<file path="src/rtl/vanishing_move_board.sv">
// rtl/vanishing_move_board.sv - board state and per-player move history for disappearing-mark tic-tac-toe
// Accepts one move per handshake, answers in the following RESP cycle, and owns the packed board.
module vanishing_move_board #(
    parameter int CELLS       = 9,
    parameter int IDX_W       = 4,
    parameter int HIST_DEPTH  = 3,
    parameter int VANISH_MODE = 0,
    parameter int FIRST_X     = 1,
    localparam int CW         = $clog2(HIST_DEPTH + 1)
) (
    input  logic                 clk,
    input  logic                 rst,
    input  logic                 clear,
    input  logic                 mv_valid,
    input  logic                 mv_player,
    input  logic [IDX_W-1:0]     mv_pos,
    output logic                 mv_ready,
    output logic                 mv_ack,
    output logic                 mv_err,
    output logic                 rm_valid,
    output logic [IDX_W-1:0]     rm_pos,
    output logic [2*CELLS-1:0]   board,
    output logic                 turn,
    output logic [CW-1:0]        x_count,
    output logic [CW-1:0]        o_count,
    output logic [IDX_W-1:0]     x_oldest,
    output logic [IDX_W-1:0]     o_oldest
);

    localparam int PW = (HIST_DEPTH > 1) ? $clog2(HIST_DEPTH) : 1;
    localparam logic [CW-1:0] FULL = CW'(HIST_DEPTH);
    localparam logic TURN_RST = (FIRST_X != 0);

    typedef enum logic {S_IDLE, S_RESP} state_t;

    state_t             r_state, w_next;
    logic [2*CELLS-1:0] r_board;
    logic               r_turn;
    logic [CW-1:0]      r_cnt  [2];
    logic [PW-1:0]      r_head [2];
    logic [PW-1:0]      r_tail [2];
    logic [IDX_W-1:0]   r_q    [2][HIST_DEPTH];
    logic               r_ack, r_err, r_rm_valid;
    logic [IDX_W-1:0]   r_rm_pos;

    logic               w_accept, w_occ, w_pos_bad, w_mfull, w_ofull;
    logic               w_vanish, w_vplayer, w_reject;
    logic [IDX_W-1:0]   w_vpos;

    function automatic logic [PW-1:0] f_next(input logic [PW-1:0] p);
        return (32'(p) == HIST_DEPTH - 1) ? '0 : p + 1'b1;
    endfunction

    always_ff @(posedge clk or negedge rst) begin
        if (!rst) r_state <= S_IDLE;
        else      r_state <= w_next;
    end

    always_comb begin
        w_next   = r_state;
        mv_ready = 1'b0;
        case (r_state)
            S_IDLE: begin
                mv_ready = 1'b1;
                if (mv_valid) w_next = S_RESP;
            end
            S_RESP:  w_next = S_IDLE;
            default: w_next = S_IDLE;
        endcase
        if (clear) w_next = S_IDLE;
    end

    always_comb begin
        w_occ = 1'b0;
        for (int i = 0; i < CELLS; i++)
            if (32'(mv_pos) == i) w_occ = |r_board[2*i +: 2];
    end

    assign w_accept  = (r_state == S_IDLE) && mv_valid && !clear;
    assign w_pos_bad = (32'(mv_pos) >= CELLS);
    assign w_mfull   = (r_cnt[mv_player] == FULL);
    assign w_ofull   = (r_cnt[~mv_player] == FULL);
    assign w_vanish  = (VANISH_MODE == 0) ? w_mfull : (w_mfull && w_ofull);
    assign w_vplayer = (VANISH_MODE == 0) ? mv_player : ~mv_player;
    assign w_vpos    = r_q[w_vplayer][r_head[w_vplayer]];
    assign w_reject  = w_pos_bad || (mv_player != r_turn) || w_occ ||
                       ((VANISH_MODE != 0) && w_mfull && !w_ofull);

    // FIFO contents need no reset: the head entry is only exposed while the count is non-zero.
    always_ff @(posedge clk) begin
        if (w_accept && !w_reject)
            r_q[mv_player][r_tail[mv_player]] <= mv_pos;
    end

    always_ff @(posedge clk or negedge rst) begin
        if (!rst) begin
            r_board    <= '0;
            r_turn     <= TURN_RST;
            r_cnt      <= '{default: '0};
            r_head     <= '{default: '0};
            r_tail     <= '{default: '0};
            r_ack      <= 1'b0;
            r_err      <= 1'b0;
            r_rm_valid <= 1'b0;
            r_rm_pos   <= '0;
        end else if (clear) begin
            r_board    <= '0;
            r_turn     <= TURN_RST;
            r_cnt      <= '{default: '0};
            r_head     <= '{default: '0};
            r_tail     <= '{default: '0};
            r_ack      <= 1'b0;
            r_err      <= 1'b0;
            r_rm_valid <= 1'b0;
            r_rm_pos   <= '0;
        end else begin
            r_ack      <= 1'b0;
            r_err      <= 1'b0;
            r_rm_valid <= 1'b0;
            if (w_accept && w_reject) begin
                r_err <= 1'b1;
            end else if (w_accept) begin
                r_ack      <= 1'b1;
                r_rm_valid <= w_vanish;
                if (w_vanish) r_rm_pos <= w_vpos;
                for (int i = 0; i < CELLS; i++) begin
                    if (w_vanish && 32'(w_vpos) == i) r_board[2*i +: 2] <= 2'b00;
                    if (32'(mv_pos) == i)             r_board[2*i +: 2] <= {mv_player, ~mv_player};
                end
                r_tail[mv_player] <= f_next(r_tail[mv_player]);
                // Pushing onto a full FIFO retires its head; in mode 1 that mark stays on the board.
                if (w_mfull) r_head[mv_player] <= f_next(r_head[mv_player]);
                else         r_cnt[mv_player]  <= r_cnt[mv_player] + 1'b1;
                if (VANISH_MODE != 0 && w_vanish) begin
                    r_head[~mv_player] <= f_next(r_head[~mv_player]);
                    r_cnt[~mv_player]  <= r_cnt[~mv_player] - 1'b1;
                end
                r_turn <= ~r_turn;
            end
        end
    end

    assign mv_ack   = r_ack && !clear;
    assign mv_err   = r_err && !clear;
    assign rm_valid = r_rm_valid && !clear;
    assign rm_pos   = r_rm_pos;
    assign board    = r_board;
    assign turn     = r_turn;
    assign x_count  = r_cnt[1];
    assign o_count  = r_cnt[0];
    assign x_oldest = (r_cnt[1] == '0) ? '0 : r_q[1][r_head[1]];
    assign o_oldest = (r_cnt[0] == '0) ? '0 : r_q[0][r_head[0]];

endmodule
</file>
<file path="config.mk">
export PLATFORM = sky130hd
export DESIGN_NAME = vanishing_move_board
export DESIGN_NICKNAME = d
export VERILOG_FILES = /design/src/rtl/vanishing_move_board.sv
export SDC_FILE = /design/constraint.sdc
export NUM_CORES = 1
export LEC_CHECK = 0
export ABC_AREA = 1
export CAP_MARGIN = 20
export CORE_ASPECT_RATIO = 0.75
export CORE_UTILIZATION = 50
export DETAILED_ROUTE_END_ITERATION = 16
export PLACE_DENSITY = 0.86
export SYNTH_ARGS = -nofsm -noshare
export SYNTH_HDL_FRONTEND = slang
export SYNTH_SLANG_ARGS = --single-unit
</file>
<file path="constraint.sdc">
create_clock -name clk -period 2 [get_ports clk]
set_input_delay 0.6 -clock clk [delete_from_list [all_inputs] [get_ports clk]]
set_output_delay 0.6 -clock clk [all_outputs]
set_load 0.01 [all_outputs]
</file>
==> reports/qor.txt, run 1 <==
status - finished, violations left
failing checks - setup timing
total global-route track usage - 31.35%
clock root cell - clkbuf_8
Worst Path Arrival - 1.49 ns
fin nets - 565
Post-Place Worst Slack - -0.7742 ns
switching power total - 848.8 uW
PwrDens - 599.0 nW/um^2
Yosys Warn Count - 0
GPL Wtd Cong - 0.9163
Mapped Nets - 454
clk_lat worst skew - 0.35 ns
die area - 7077 um^2
# IOs - 48
DRT Pass-1 Iters - 6
setup TNS - -0.3933 ns
Crit Path Max Fanout - 4
Mapped Area - 3371 um^2
Clock transition at path regs - 0.08 ns
total power - 2.971 mW
fin area - 4960 um^2
GR Util met2 - 48.44%
Starting Density - 52.57%
Seq/Total Area, Yosys - 50.37%
Worst slew margin - 58.88%
core area - 6412 um^2
fmax - 478.9 MHz
part of the power in registers - 46.3%
Worst Setup SP - r_head[0]
RSZ-0062 raised after global routing - true
clk sinks - 63
maximum number of pins on one net before global-route repair - 26
maximum VDD drop - 0.0004301 V
P_leak - 2.293 nW
port bufs - 47
Total Wirelength - 11230 um
Clk pwr share - 36.7%
GR Overflow Total - 0
Cell Count, Final, Fillers Out - 641
Layout area overhead - 47.14%
DR DRC count - 0
CP required - 1.40 ns
dpl cells - 611
TritonCTS clock tree - done
busiest grt layer - met2
gate count of the mapped netlist - 444
met1 usage in global routing - 42.74%
critical path class - flip-flop to primary output
cts bufs inserted - 9
clock skew - 0.01238 ns
Net Sw Frac - 28.57%
P_int - 2.122 mW
routed len/inst - 17.52 um
Min-Delay Path Class - primary input to async pin
Final min period - 2.088 ns
R2R Path Start - r_head[0]
worst hold slack - 0.1927 ns
Worst Slack Setup Final - -0.08823 ns
Final HPWL DP - 7368 um
Setup crit start kind - flip-flop
Finished Core Util - 77.35%
Logic pwr share - 17.0%
fin crit share - 104.4%
initial antenna violation count - 0
via count of the first global-routing pass - 3431
layout cells sized above 1 - 36.07%
top cell type's share of synthesized area - 28.21%
num rows - 25
r2r worst-path depth - 16
diode count - 0
synth unique cells - 26
crit end category - primary output
met3 Use GR - 8.429%
top cells by area, synth - dfrtp_1, edfxtp_1, nand2_1
DP Area - 4317 um^2
Post-DRT Antenna Nets - 0
Yosys top cell by area - dfrtp_1
drt via density - 5.729
Pins Over Slew Limit - 0
Hold Fails Final Rpt - 0
R2R setup slack - -0.07 ns
Setup crit end - x_oldest[3]
DRT iter0 DRCs - 462
Clock Path Buffers - 2
final setup fails - 10
vias after detailed routing - 3672
synthesized area per cell - 7.592 um^2
first-pass GRT wire length - 16880 um
H-tree lvl count - 3
die width - 96.81 um
flops & latches, synth - 63
worst r2r dst - board[17]
Slew @ Worst Pin - 0.5997 ns
hold-fix buffers at CTS - 0
die height - 73.11 um
max-cap violations - 0
==> synth_stat cells <==
cell type,n
nand2_1,151
nor2_1,54
nand3_1,44
dfrtp_1,38
inv_1,36
edfxtp_1,24
a21oi_1,15
o21ai_0,13
o21ai_1,13
nand4_1,12
inv_2,9
clkbuf_1,6
nor2_2,6
buf_4,5
buf_2,4
o21ai_2,3
nor3_1,2
clkinv_1,1
dfstp_2,1
ha_1,1
mux2i_1,1
nand2_2,1
nand4_4,1
nor2_4,1
or2_2,1
xor2_1,1
==> state kept, by name, summed over array words and instances (netlist names) <==
name        count
rm_pos          4
r_ack           1
board          18
r_q            24
x_count         2
r_state         1
r_head          4
r_tail          4
r_rm_valid      1
o_count         2
r_err           1
turn            1
==> cells in the final DEF (no fill, tap or decap), types with 3 or more instances in the layout <==
cell type        instances
inv_4                    3
nor2_2                   7
inv_2                   12
buf_2                   11
buf_4                   59
o21ai_0                  8
nor2_4                  17
dlygate4sd2_1            4
o21ai_2                  4
clkdlybuf4s50_1         26
nand3_1                 28
dfrtp_1                 35
clkinv_1                 3
o21ai_1                 15
a21oi_1                  9
buf_6                    5
nand2_2                 27
nand4_1                 12
nand2_1                123
a21oi_2                  6
inv_1                   29
nand3_4                  5
nor2_1                  37
nand3_2                 11
edfxtp_1                24
clkinvlp_4               3
clkbuf_8                 9
dfrtp_2                  3
==> logic make-up after synthesis <==
logic type      synth area share (%)
xor+xnor                      0.2599
buf+inv                        7.498
flops                          50.37
fa+ha+maj                     0.3711
compound gates                 6.867
mux                           0.2970
simple gates                   34.34
==> worst min path at each step <==
stage	endpoint	slack (ns)	cells after the start
5_1_grt	o_count[0]	0.23	1
6_report	r_head[1]	0.19	1
3_3_place_gp	board[3]	0.48	2
3_5_place_dp	board[5]	0.49	2
4_1_cts	o_count[0]	0.20	1
2_1_floorplan	board[0]	0.30	0
==> routing by layer <==
layer | up-vias | part of all wire, %
met5 | - | 0
met4 | 0 | 2.8
met3 | 43 | 11
met2 | 269 | 46
met1 | 1713 | 41
li1 | 1647 | -
==> area by class of cell <==
type                    count  area, um^2
repair inverters            1       7.507
inverters                  46       185.2
flip-flops and latches     63        1702
clock buffers              10       127.6
fillers                   407        1453
well taps                  81       101.3
multi-input cells         320        1814
repair buffers            114       960.9
clock inverters             6       61.31
==> critical path, cell delays in order (launching register included) <==
cell and delay [ns]:
dfrtp_2 0.44, buf_6 0.14, clkinvlp_4 0.07, buf_4 0.12
nand3_1 0.06, a21oi_1 0.14, buf_2 0.16
==> what timing repair did <==
action | CTS | global route
resized for setup | 87 | 93
endpoints found under the setup margin | 73 | 67
cloned | 1 | 0
setup buffers | 9 | 4
pin swaps | 5 | 34
==> power by group through the flow <==
stage / clock [mW] / sequential [mW] / combinational, mW
6_report: 1.09 / 1.38 / 0.504
5_1_grt: 1.14 / 1.38 / 0.541
4_1_cts: 1.08 / 1.38 / 0.427
3_5_place_dp: 0 / 1.40 / 0.417
3_3_place_gp: 0 / 1.40 / 0.405
2_1_floorplan: 0 / 1.40 / 0.206
(Power assumes the default switching activity.)
==> run 2: changes to the inputs <==
--- a/config.mk
+++ b/config.mk
@@ -8,9 +8,9 @@
 export ABC_AREA = 1
 export CAP_MARGIN = 20
 export CORE_ASPECT_RATIO = 0.75
-export CORE_UTILIZATION = 50
+export CORE_UTILIZATION = 55
 export DETAILED_ROUTE_END_ITERATION = 16
-export PLACE_DENSITY = 0.86
+export PLACE_DENSITY = 0.92
 export SYNTH_ARGS = -nofsm -noshare
 export SYNTH_HDL_FRONTEND = slang
 export SYNTH_SLANG_ARGS = --single-unit
==> run 2 against run 1 <==
The run still ends with setup timing left. Cell count grew 3.1%. Global-route usage grew 6.6 points. Critical path depth grew 1. Clock power grew 15%. Critical endpoint unchanged. Largest cell class unchanged.
==> reports/qor.txt, run 2 (synthesis results as in run 1) <==
Worst Slack Setup Final - -0.3360 ns
port bufs - 47
most frequent cells in the layout - nand2_1, buf_4, nand2_2
commonest non-fill, non-tap cell in the layout - nand2_1
area of the multi-input gates - 1943 um^2
DP Area - 4373 um^2
fin nets - 588
clock skew - 0.01506 ns
Pins Over Slew Limit - 0
layout cells sized above 1 - 43.05%
drt via density - 6.784
Slew @ Worst Pin - 0.5843 ns
total power - 3.258 mW
Net Sw Frac - 29.51%
maximum VDD drop - 0.0004551 V
Layout area overhead - 57.50%
Final min period - 2.336 ns
clk_lat worst skew - 0.37 ns
setup TNS - -10.35 ns
Worst Path Arrival - 1.74 ns
max reg flops - 24
diode count - 0
die height - 69.80 um
P_int - 2.297 mW
final setup fails - 69
crit end category - primary output
maximum number of pins on one net before global-route repair - 40
P_leak - 2.512 nW
hold-fix buffers at CTS - 0
die width - 92.40 um
Total Wirelength - 15870 um
Worst slew margin - 59.93%
fill count - 226
via count of the first global-routing pass - 3599
DR DRC count - 0
Min-Delay Path Class - primary input to async pin
clk sinks - 63
Crit Path Max Fanout - 5
initial antenna violation count - 0
Post-DRT Antenna Nets - 0
# IOs - 48
total global-route track usage - 37.96%
max-cap violations - 0
fin area - 5309 um^2
Post-Place Worst Slack - -0.8338 ns
core area - 5856 um^2
status - finished, violations left
vias after detailed routing - 4484
die area - 6449 um^2
CP required - 1.40 ns
Clock Path Buffers - 2
GR Overflow Total - 0
fin crit share - 116.8%
switching power total - 961.4 uW
fmax - 428.1 MHz
part of the power in registers - 42.3%
TritonCTS clock tree - done
cts bufs inserted - 9
Logic pwr share - 19.4%
Clock transition at path regs - 0.08 ns
routed len/inst - 24.02 um
num rows - 24
Final HPWL DP - 7674 um
Starting Density - 57.56%
H-tree lvl count - 3
DRT iter0 DRCs - 970
FF+latch area - 1703 um^2
RSZ-0062 raised after global routing - true
GPL Wtd Cong - 0.9923
PwrDens - 613.7 nW/um^2
critical path class - flip-flop to primary output
worst hold slack - 0.2838 ns
Hold Fails Final Rpt - 0
Clk pwr share - 38.3%
Setup crit start kind - flip-flop
clock root cell - clkbuf_8
failing checks - setup timing
DRT Pass-1 Iters - 9
first-pass GRT wire length - 18190 um
## run 2: through the flow
step | utilization, % | std cells
2_1_floorplan | - | 444
3_3_place_gp | 74.68 | 616
3_5_place_dp | 74.68 | 616
4_1_cts | 81.24 | 643
5_1_grt | 90.66 | 661
6_report | 90.66 | 661
## run 2: worst paths after layout
check	cells after the start	slack (ns)	end	startpoint
min	2	0.28	r_head[2]	rst
min in group clk	2	0.50	board[3]	board[3]
max reg2reg	15	-0.28	board[6]	r_head[0]
max in group asynchronous	2	1.32	board[13]	rst
max	7	-0.34	x_oldest[3]	r_head[0]
min reg2reg	2	0.50	board[3]	board[3]
## run 2: area by class of cell
type	instances	share of cell area (%)
clock buffers	10	2.404
repair inverters	1	0.1414
multi-input cells	320	36.60
inverters	46	3.488
repair buffers	137	21.85
clock inverters	6	1.603
well taps	78	1.838
flip-flops and latches	63	32.08
## run 2: metal layers
layer  vias up  part of all wire [%]  global-route usage [%]  wire length [um]
met5         -                     0                       0                 0
met4         0                   8.9                   17.71              1407
met3       193                    16                   9.759              2511
met2       518                    42                   58.93              6645
met1      2067                    33                   49.93              5309
li1       1706                     -                       -                 -
## run 2: critical path, stage by stage (launching register included)
cell and delay (ns):
dfrtp_2 0.48, buf_6 0.14, buf_6 0.09, nor2_2 0.03
nor2_1 0.16, o21ai_1 0.12, a21oi_2 0.18, buf_2 0.16
## run 2: what timing repair did
action,in CTS,in global routing
setup endpoints to repair,74,71
resized for setup,106,128
cloned,1,2
pin swaps,19,50
endpoints found under the hold margin,0,0
setup buffers,11,17
## run 2: power groups by stage
stage               combinational (mW)  sequential (mW)  clock (mW)
floorplan                        0.206             1.40           0
global placement                 0.410             1.40           0
detailed placement               0.425             1.40           0
CTS                              0.441             1.38        1.21
global route                     0.656             1.38        1.29
finish                           0.631             1.38        1.25
==> edit, RTL diff (flow settings as in run 1) <==
Set the parameter `FIRST_X` to 0 (it was 1).
--- a/src/rtl/vanishing_move_board.sv
+++ b/src/rtl/vanishing_move_board.sv
@@ -5,7 +5,7 @@
     parameter int IDX_W       = 4,
     parameter int HIST_DEPTH  = 3,
     parameter int VANISH_MODE = 0,
-    parameter int FIRST_X     = 1,
+    parameter int FIRST_X     = 0,
     localparam int CW         = $clog2(HIST_DEPTH + 1)
 ) (
     input  logic                 clk,
Check against the original RTL: not equivalent (Yosys sat finds a counterexample within 4 cycles, from zero or initial values and one cycle with rst low).
==> edit against run 1 <==
  * The run still ends with negative setup slack left
  * Routed wire length grew 14%
  * Final area grew 5.3%
  * Global-route usage grew 3.9 points
  * First-iteration DRC count shrank 0.22%
  * Combinational power grew 29%
  * Hold slack gained 94 ps
  * Area after synthesis grew 0.26%
  * Worst setup slack lost 230 ps
  * Power grew 5.1%
  * Sequential cell count is the same
  * Critical path type is now reg -> reg
==> edit: results (changes against run 1) <==
* CP max stage delay at 400 ps (-40 ps)
* Worst-skew pair later-pin latency at 370 ps (+20 ps)
* Placer Congestion at 0.9745 (+6.4%)
* Setup TNS at -4228 ps (-3835 ps)
* CP top delay family: simple AND/OR/NAND/NOR gates
* P_leak at 2.508 nW (+9.4%)
* Fin cells at 662 (+3.3%)
* Placed Cells at 620 (+1.5%)
* Mux contribution to synthesized area at 0.2962% (-0.00077 points)
* Worst Path Arrival at 2570 ps (+1080 ps)
* Synth Area in Compound Gates at 6.849% (-0.018 points)
* Failing checks: negative setup slack
* Top cells by count, synth: nand2_1 (153), nor2_1 (56), inv_1 (44)
* Clock share of power at 34.3% (-2.4 points)
* Metal3 WL at 1644 um (+35%)
* Status: finished with violations
* Area contributors post-synth: dfrtp_1 (29%), edfxtp_1 (21%), nand2_1 (17%), nor2_1 (6.2%), nand3_1 (5.8%)
* Share of layout cells above drive strength 1 at 37.01% (+0.93 points)
* Synth Area in Adders at 0.3702% (-0.00096 points)
* First-pass DRT Iterations at 7 (+1)
* Setup violators final at 22 (+12)
* Max Fanout on Critical Path at 5 (+1)
* Int Power at 0.002107 W (-0.71%)
* First-pass GRT wire length at 18590 um (+10%)
* Setup slack after layout at -318.3 ps (-230.0 ps)
* Wirelength per Cell at 19.33 um (+10%)
* Largest net degree at the start of global routing at 40 (+54%)
* Via count at 3960 (+7.8%)
* Netlist cell types at 27 (+3.8%)
* Sequential fraction of the synthesis area at 50.20% (-0.17 points)
* WL met2 at 5743 um (+12%)
* Overall fraction of global-route tracks in use at 35.27% (+3.9 points)
* Pre-CTS WS at -862.4 ps (-88.11 ps)
* Vias in the first global route at 3599 (+4.9%)
* Placed inst area at 4428 sq um (+2.6%)
* Worst Tran Pin Value at 513.9 ps (-85.73 ps)
* Detailed router's first-iteration violation count at 461 (-0.22%)
edit: final cells by class:
class | instances | area, sq um
multi-input cells | 321 | 1853
repair buffers | 136 | 1174
flip-flops and latches | 63 | 1702
fillers | 338 | 1187
clock inverters | 7 | 61.31
clock buffers | 9 | 123.9
well taps | 81 | 101.3
inverters | 45 | 210.2
edit: final timing paths:
check | from | to | slack, ps
worst max-delay path | r_head[2] | board[3] | -320
worst min-delay path | rst | r_head[0] | 290
worst max register to register | r_head[2] | board[3] | -320
worst min register to register | rm_pos[3] | rm_pos[3] | 510
max in group asynchronous | rst | board[14] | 1330
min in group clk | rm_pos[3] | rm_pos[3] | 510
edit: repair_timing:
action / 4_1_cts / 5_1_grt
setup endpoints to repair: 75 / 57
resized for setup: 121 / 68
cloned: 1 / 0
pin swaps: 27 / 26
buffers inserted: 24 / 3
edit: per-layer routing:
metal	vias to the layer above	track usage [%]
met4	0	14.10
li1	1704	-
met3	79	11.02
met5	-	0
met1	1836	45.71
met2	341	55.87
